<file path="src/rtl/pipeline_stall_controller.sv">
// pipeline_stall_controller
//
// Central stall/flush sequencer for the 5-stage RV32 pipeline. Four hazard
// sources are merged into one set of per-register write enables and
// bubble-inject flushes:
//   - load-use hazard (from hazard detection)
//   - taken branch resolved in EX
//   - multi-cycle mul/div occupying EX
//   - data-memory wait in MEM
// The enables and flushes are Mealy outputs: they are decoded from the
// registered state and the current inputs, so a stall takes effect in the
// cycle it is requested.
//
// Ports
//   clk              clock, all state updates on the rising edge
//   rst_n            synchronous active-low reset
//   load_use_hazard  load-use stall request
//   branch_taken_ex  branch/jump in EX resolved taken
//   muldiv_start_ex  mul/div op entering EX this cycle
//   muldiv_done      mul/div result valid (single-cycle pulse)
//   dmem_req         MEM stage issuing a load/store
//   dmem_ready       data memory completes the access this cycle
//   pc_write         PC enable
//   if_id_write      IF/ID enable
//   if_id_flush      IF/ID loads a NOP
//   id_ex_write      ID/EX enable
//   id_ex_flush      ID/EX loads a bubble
//   ex_mem_write     EX/MEM enable
//   ex_mem_flush     EX/MEM loads a bubble
//   mem_wb_flush     MEM/WB loads a bubble
//   muldiv_timeout   sticky watchdog error, cleared only by reset
//   stall_cycles     saturating count of cycles with pc_write=0
//   ctrl_state       FSM state (0=RUN, 1=MEM_WAIT, 2=MULDIV_WAIT)
//
// State        | meaning
// -------------+--------------------------------------------------------
// RUN          | no long stall pending; single-cycle hazards only
// MEM_WAIT     | data memory access outstanding, whole pipe frozen
// MULDIV_WAIT  | mul/div busy in EX; front end held, EX/MEM fed bubbles

module pipeline_stall_controller #(
    parameter int MAX_MULDIV_CYCLES = 64,
    parameter int CNT_W             = 32
) (
    input  logic             clk,
    input  logic             rst_n,
    input  logic             load_use_hazard,
    input  logic             branch_taken_ex,
    input  logic             muldiv_start_ex,
    input  logic             muldiv_done,
    input  logic             dmem_req,
    input  logic             dmem_ready,
    output logic             pc_write,
    output logic             if_id_write,
    output logic             if_id_flush,
    output logic             id_ex_write,
    output logic             id_ex_flush,
    output logic             ex_mem_write,
    output logic             ex_mem_flush,
    output logic             mem_wb_flush,
    output logic             muldiv_timeout,
    output logic [CNT_W-1:0] stall_cycles,
    output logic [1:0]       ctrl_state
);

    localparam int WC_W = $clog2(MAX_MULDIV_CYCLES + 1);
    localparam logic [WC_W-1:0] WC_MAX = WC_W'(MAX_MULDIV_CYCLES);
    localparam logic [WC_W-1:0] WC_ONE = WC_W'(1);
    localparam logic [CNT_W-1:0] CNT_ONE = CNT_W'(1);

    typedef enum logic [1:0] {
        ST_RUN         = 2'd0,
        ST_MEM_WAIT    = 2'd1,
        ST_MULDIV_WAIT = 2'd2
    } state_t;

    state_t            state_q;
    state_t            state_d;
    logic              done_q;
    logic              done_d;
    logic [WC_W-1:0]   wait_cnt_q;
    logic [WC_W-1:0]   wait_cnt_d;
    logic              timeout_q;
    logic              timeout_set;
    logic [CNT_W-1:0]  stall_q;

    logic memstall;
    logic wd_hit;

    assign memstall = dmem_req && !dmem_ready;
    assign wd_hit   = (wait_cnt_q >= WC_MAX);

    always_comb begin
        pc_write     = 1'b1;
        if_id_write  = 1'b1;
        if_id_flush  = 1'b0;
        id_ex_write  = 1'b1;
        id_ex_flush  = 1'b0;
        ex_mem_write = 1'b1;
        ex_mem_flush = 1'b0;
        mem_wb_flush = 1'b0;
        state_d      = state_q;
        done_d       = done_q;
        wait_cnt_d   = wait_cnt_q;
        timeout_set  = 1'b0;

        if (!rst_n) begin
            // Reset cycle: freeze every register and inject bubbles everywhere.
            pc_write     = 1'b0;
            if_id_write  = 1'b0;
            if_id_flush  = 1'b1;
            id_ex_write  = 1'b0;
            id_ex_flush  = 1'b1;
            ex_mem_write = 1'b0;
            ex_mem_flush = 1'b1;
            mem_wb_flush = 1'b1;
            state_d      = ST_RUN;
            done_d       = 1'b0;
            wait_cnt_d   = '0;
        end else begin
            case (state_q)
                ST_MULDIV_WAIT: begin
                    pc_write     = 1'b0;
                    if_id_write  = 1'b0;
                    id_ex_write  = 1'b0;
                    ex_mem_flush = 1'b1;
                    wait_cnt_d   = wd_hit ? wait_cnt_q : wait_cnt_q + WC_ONE;
                    if (muldiv_done) begin
                        done_d = 1'b1;
                    end
                    // Watchdog only flags when no result has ever shown up.
                    if (wd_hit && !muldiv_done && !done_q) begin
                        timeout_set = 1'b1;
                    end
                    if (memstall) begin
                        // A done arriving here is parked in done_q until MEM frees up.
                        ex_mem_write = 1'b0;
                        mem_wb_flush = 1'b1;
                    end else if (muldiv_done || done_q || wd_hit) begin
                        pc_write     = 1'b1;
                        if_id_write  = 1'b1;
                        id_ex_write  = 1'b1;
                        ex_mem_flush = 1'b0;
                        // The branch in EX is the mul/div op itself's neighbour
                        // only after release, so only load-use matters here.
                        if (load_use_hazard) begin
                            pc_write    = 1'b0;
                            if_id_write = 1'b0;
                            id_ex_flush = 1'b1;
                        end
                        done_d     = 1'b0;
                        wait_cnt_d = '0;
                        state_d    = ST_RUN;
                    end
                end

                // RUN and MEM_WAIT share one decode: a memory stall freezes the
                // pipe and parks in MEM_WAIT, otherwise the single-cycle rules
                // apply (in MEM_WAIT this is the release cycle).
                default: begin
                    if (memstall) begin
                        pc_write     = 1'b0;
                        if_id_write  = 1'b0;
                        id_ex_write  = 1'b0;
                        ex_mem_write = 1'b0;
                        mem_wb_flush = 1'b1;
                        state_d      = ST_MEM_WAIT;
                    end else if (muldiv_start_ex) begin
                        pc_write     = 1'b0;
                        if_id_write  = 1'b0;
                        id_ex_write  = 1'b0;
                        ex_mem_flush = 1'b1;
                        done_d       = 1'b0;
                        wait_cnt_d   = WC_ONE;
                        state_d      = ST_MULDIV_WAIT;
                    end else if (branch_taken_ex) begin
                        if_id_flush = 1'b1;
                        id_ex_flush = 1'b1;
                        state_d     = ST_RUN;
                    end else if (load_use_hazard) begin
                        pc_write    = 1'b0;
                        if_id_write = 1'b0;
                        id_ex_flush = 1'b1;
                        state_d     = ST_RUN;
                    end else begin
                        state_d = ST_RUN;
                    end
                end
            endcase
        end
    end

    always_ff @(posedge clk) begin
        if (!rst_n) begin
            state_q    <= ST_RUN;
            done_q     <= 1'b0;
            wait_cnt_q <= '0;
            timeout_q  <= 1'b0;
        end else begin
            state_q    <= state_d;
            done_q     <= done_d;
            wait_cnt_q <= wait_cnt_d;
            if (timeout_set) begin
                timeout_q <= 1'b1;
            end
        end
    end

    always_ff @(posedge clk) begin
        if (!rst_n) begin
            stall_q <= '0;
        end else if (!pc_write && (stall_q != {CNT_W{1'b1}})) begin
            stall_q <= stall_q + CNT_ONE;
        end
    end

    assign muldiv_timeout = timeout_q;
    assign stall_cycles   = stall_q;
    assign ctrl_state     = state_q;

endmodule

</file>
<file path="config.mk">
export PLATFORM = sky130hd
export DESIGN_NAME = pipeline_stall_controller
export DESIGN_NICKNAME = d
export VERILOG_FILES = /design/src/rtl/pipeline_stall_controller.sv
export SDC_FILE = /design/constraint.sdc
export NUM_CORES = 1
export LEC_CHECK = 0
export ABC_AREA = 1
export CAP_MARGIN = 25
export CELL_PAD_IN_SITES_DETAIL_PLACEMENT = 1
export CELL_PAD_IN_SITES_GLOBAL_PLACEMENT = 1
export CORE_ASPECT_RATIO = 1.5
export CORE_UTILIZATION = 37
export CTS_BUF_LIST = sky130_fd_sc_hd__clkbuf_8
export CTS_CLUSTER_DIAMETER = 80
export DETAILED_ROUTE_END_ITERATION = 8
export PLACE_DENSITY = 0.81
export SETUP_SLACK_MARGIN = 0.15
export SLEW_MARGIN = 10
export SYNTH_ARGS = -nofsm -noshare
export SYNTH_HDL_FRONTEND = slang
export SYNTH_SLANG_ARGS = --single-unit
export TNS_END_PERCENT = 10
</file>
<file path="constraint.sdc">
create_clock -name clk -period 2.6 [get_ports clk]
set_input_delay 0.78 -clock clk [delete_from_list [all_inputs] [get_ports clk]]
set_output_delay 0.78 -clock clk [all_outputs]
set_load 0.05 [all_outputs]
</file>
==> results.yml, run 1 <==
routing:
  ant_nets: 0
  dr_wl_met3_um: 280
  wl_met1_um: 3675
  avgViaCountPerCell: 5.061
  routed_wl_um: 9688
  dr_total_vias: 3168
  dr.pass1.iters: 4
  top_layer_used: "met4"
  first_iter_violations: 87
  wl_met2_um: 5373
  drc: 0
  drt-wirelength-per-cell_um: 15.48
critical_path:
  worst-setup-path-type: "input port to output pin"
  crit_path_start_kind: "input port"
  critPathArrivalTime_ps: 1710
  critPathRequiredTime_ps: 1820
  endpoint_kind: "output pin"
  cp_max_fo: 4
global_routing:
  overflow: 0
  grt_pass1_vias: 3312
  grtUsageTotal_pct: 26.56
  antenna_found_initial: 0
  grt_pass1_wl_um: 15810
  grt_start_max_net_pins: 28
clock_tree:
  cts_root_buf: "clkbuf_8"
  h-tree-depth: 2
  numCtsBuffers: 5
  clkSlewWorstSetupHoldPaths_ps: 80
  cts_tree: "yes"
  insertion_delay_ps: 310
  clkSinkCount: 43
  clk_path_buf_depth: 2
synth:
  synthTopCellsByCount: "171 x nand2_1, 67 x nor2_1, 44 x inv_1"
  syn_area_sq_um: 2790
  yosys-top-cells-area: "dfxtp_1 31%, nand2_1 23%, nor2_1 9.0%, nand3_1 6.5%, inv_1 5.9%"
  muxShareOfSynthArea_pct: 0
  syn-num-nets: 470
  synth-simple-area-share_pct: 44.17
  synth_top_area_cell: "dfxtp_1"
  async_flop_share_pct: 0
  synth_edf_count: 0
  synth_top_family_by_area: "simple AND/OR/NAND/NOR gates"
  syn_avg_cell_area_sq_um: 6.079
  ys.flop_type: "dfxtp_1"
  synth_compound_area_share_pct: 10.45
  yosysMostFrequentCell: "nand2_1"
  ys_types: 29
  synth-adder-area-share_pct: 1.345
  ys_seq_elements: 43
  ys_seq_area_share_pct: 30.85
  synth_top_area_share_pct: 30.85
  synth_xor_area_share_pct: 3.767
  syn_inst: 459
  yosys_warnings: 0
power_and_ir_drop:
  vdd_ir_drop_max_uv: 199.8
  p_per_area_nw_per_um2: 382.8
  p_leak_nw: 1.387
cells_and_area:
  drive_above_1_share_pct: 16.54
  synthToLayoutAreaGrowth_pct: 36.19
  antennaDiodeCount: 0
  final_util_pct: 52.24
  fin_nets: 536
timing:
  fmax_mhz: 402.1
  fin_crit_sh_pct: 95.66
  hold_viol_final: 0
  slew_violations: 0
  setup_violations: 0
  slew_headroom_pct: 64.57
  tightestPinTransition_ps: 529.8
  period_needed_ps: 2487
  rsz0062_at_grt: "true"
  tns_ps: 0
  finClkSkew_ps: 7.172
  timing.hold.ws_ps: 487.1
floorplanning:
  die_x_um: 72.91
  rows: 38
  die_area_sq_um: 7900
  core_sq_um: 7274
  start_util_pct: 38.36
  io-pin-count: 51
  die_h_um: 108.4
hold_path:
  hp-class: "flop to flop"
placed_design:
  hpwl_um: 7337
  port_buffers: 50
  gp_congestion: 0.8485
job:
  max_cap_violations: 0
outcome:
  status: "finished clean"
[power breakdown]
| group | switching [mW] | leakage, nW | internal [mW] |
|---|---|---|---|
| clock network | 0.241 | 0.0557 | 0.239 |
| logic | 0.183 | 0.984 | 0.111 |
| registers | 0.0130 | 0.348 | 0.668 |
| total | 0.437 | 1.39 | 1.02 |
[path summary, 6_finish.rpt]
path                        start                to  slack [ps]  cells after the start
setup / recovery       dmem_ready      ex_mem_flush         110                      9
hold / removal     muldiv_timeout    muldiv_timeout         490                      2
setup reg to reg  stall_cycles[0]  stall_cycles[16]         540                     10
hold reg to reg    muldiv_timeout    muldiv_timeout         490                      2
[critical path, stage by stage]
cell	delay, ps
buf_2	100
inv_2	60
nand2_4	90
buf_4	160
nand2_2	80
inv_2	60
nand2_2	90
nand3_2	110
buf_12	170
[cell families (layout without fill, tap and decap cells)]
| group | Yosys count | in the layout |
|---|---|---|
| adder cells (fa/ha/maj) | 3 | 3 |
| XOR/XNOR | 12 | 12 |
| AND/OR/NAND/NOR | 293 | 293 |
| buffers and inverters | 60 | 127 |
| flip-flops | 43 | 43 |
| AO/OA/AOI/OAI | 48 | 48 |
[routing by layer]
metal  global-route usage [%]  up-vias
li1                         -     1567
met1                    26.04     1509
met2                    51.54       69
met3                    4.660       23
met4                    13.73        0
met5                        0        -
[layout make-up]
class	count	area (sq um)
Clock buffer	7	96.34
Clock inverter	1	3.754
Fill cell	997	3475
Inverter	46	185.2
Multi-Input combinational cell	356	1774
Sequential cell	43	862.1
Tap cell	100	125.1
Timing Repair Buffer	73	753.2
[sequential cells by signal, indices dropped and copies added (netlist names)]
name	cells
stall_cycles	32
wait_cnt_q	7
ctrl_state	2
done_q	1
muldiv_timeout	1
[placed cells by master (no fill, tap or decap), types with 3 or more instances in the layout]
master,synthesis,final
buf_12,0,9
xor2_1,6,6
nand3_1,36,35
xnor2_1,6,6
a21oi_2,11,12
nor2_4,3,5
dfxtp_1,43,42
buf_4,2,21
ha_1,3,3
inv_1,44,37
a21oi_1,24,22
o21ai_0,8,7
dlygate4sd2_1,0,3
buf_2,4,3
inv_2,1,6
nand2_4,2,6
nand4_1,6,6
clkdlybuf4s50_1,0,34
clkbuf_8,0,7
nand2_2,2,6
nand2_1,171,163
nor2_1,67,65
[per-stage QoR]
stage / cells / total power [mW] / instance area [sq um] / setup WS [ps]
2_1_floorplan: 459 / 0.8634 / 2873 / -38.27
3_3_place_gp: 614 / 0.9652 / 3626 / -250.5
3_5_place_dp: 614 / 0.9738 / 3626 / -291.2
4_1_cts: 626 / 1.466 / 3795 / 122.0
5_1_grt: 626 / 1.512 / 3800 / 72.35
6_report: 626 / 1.455 / 3800 / 112.9
[timing repair]
| item | 4_1_cts | 5_1_grt |
|---|---|---|
| setup buffers | 4 | 0 |
| pin swaps | 9 | 3 |
| resized for setup | 36 | 4 |
| endpoints found under the setup margin | 9 | 11 |
| hold buffers | 0 | 0 |
No activity file was read; power rests on OpenSTA's default activity.
==> run 2, diff against run 1 <==
TNS_END_PERCENT = 5   (was 10)
==> results of run 2 <==
No change in the layout: final DEF, timing and power equal those of run 1.
==> run 3, diff against run 2 <==
HOLD_SLACK_MARGIN = 0.1   (was not set)
==> results of run 3 <==
No change in the layout: final DEF, timing and power equal those of run 1.
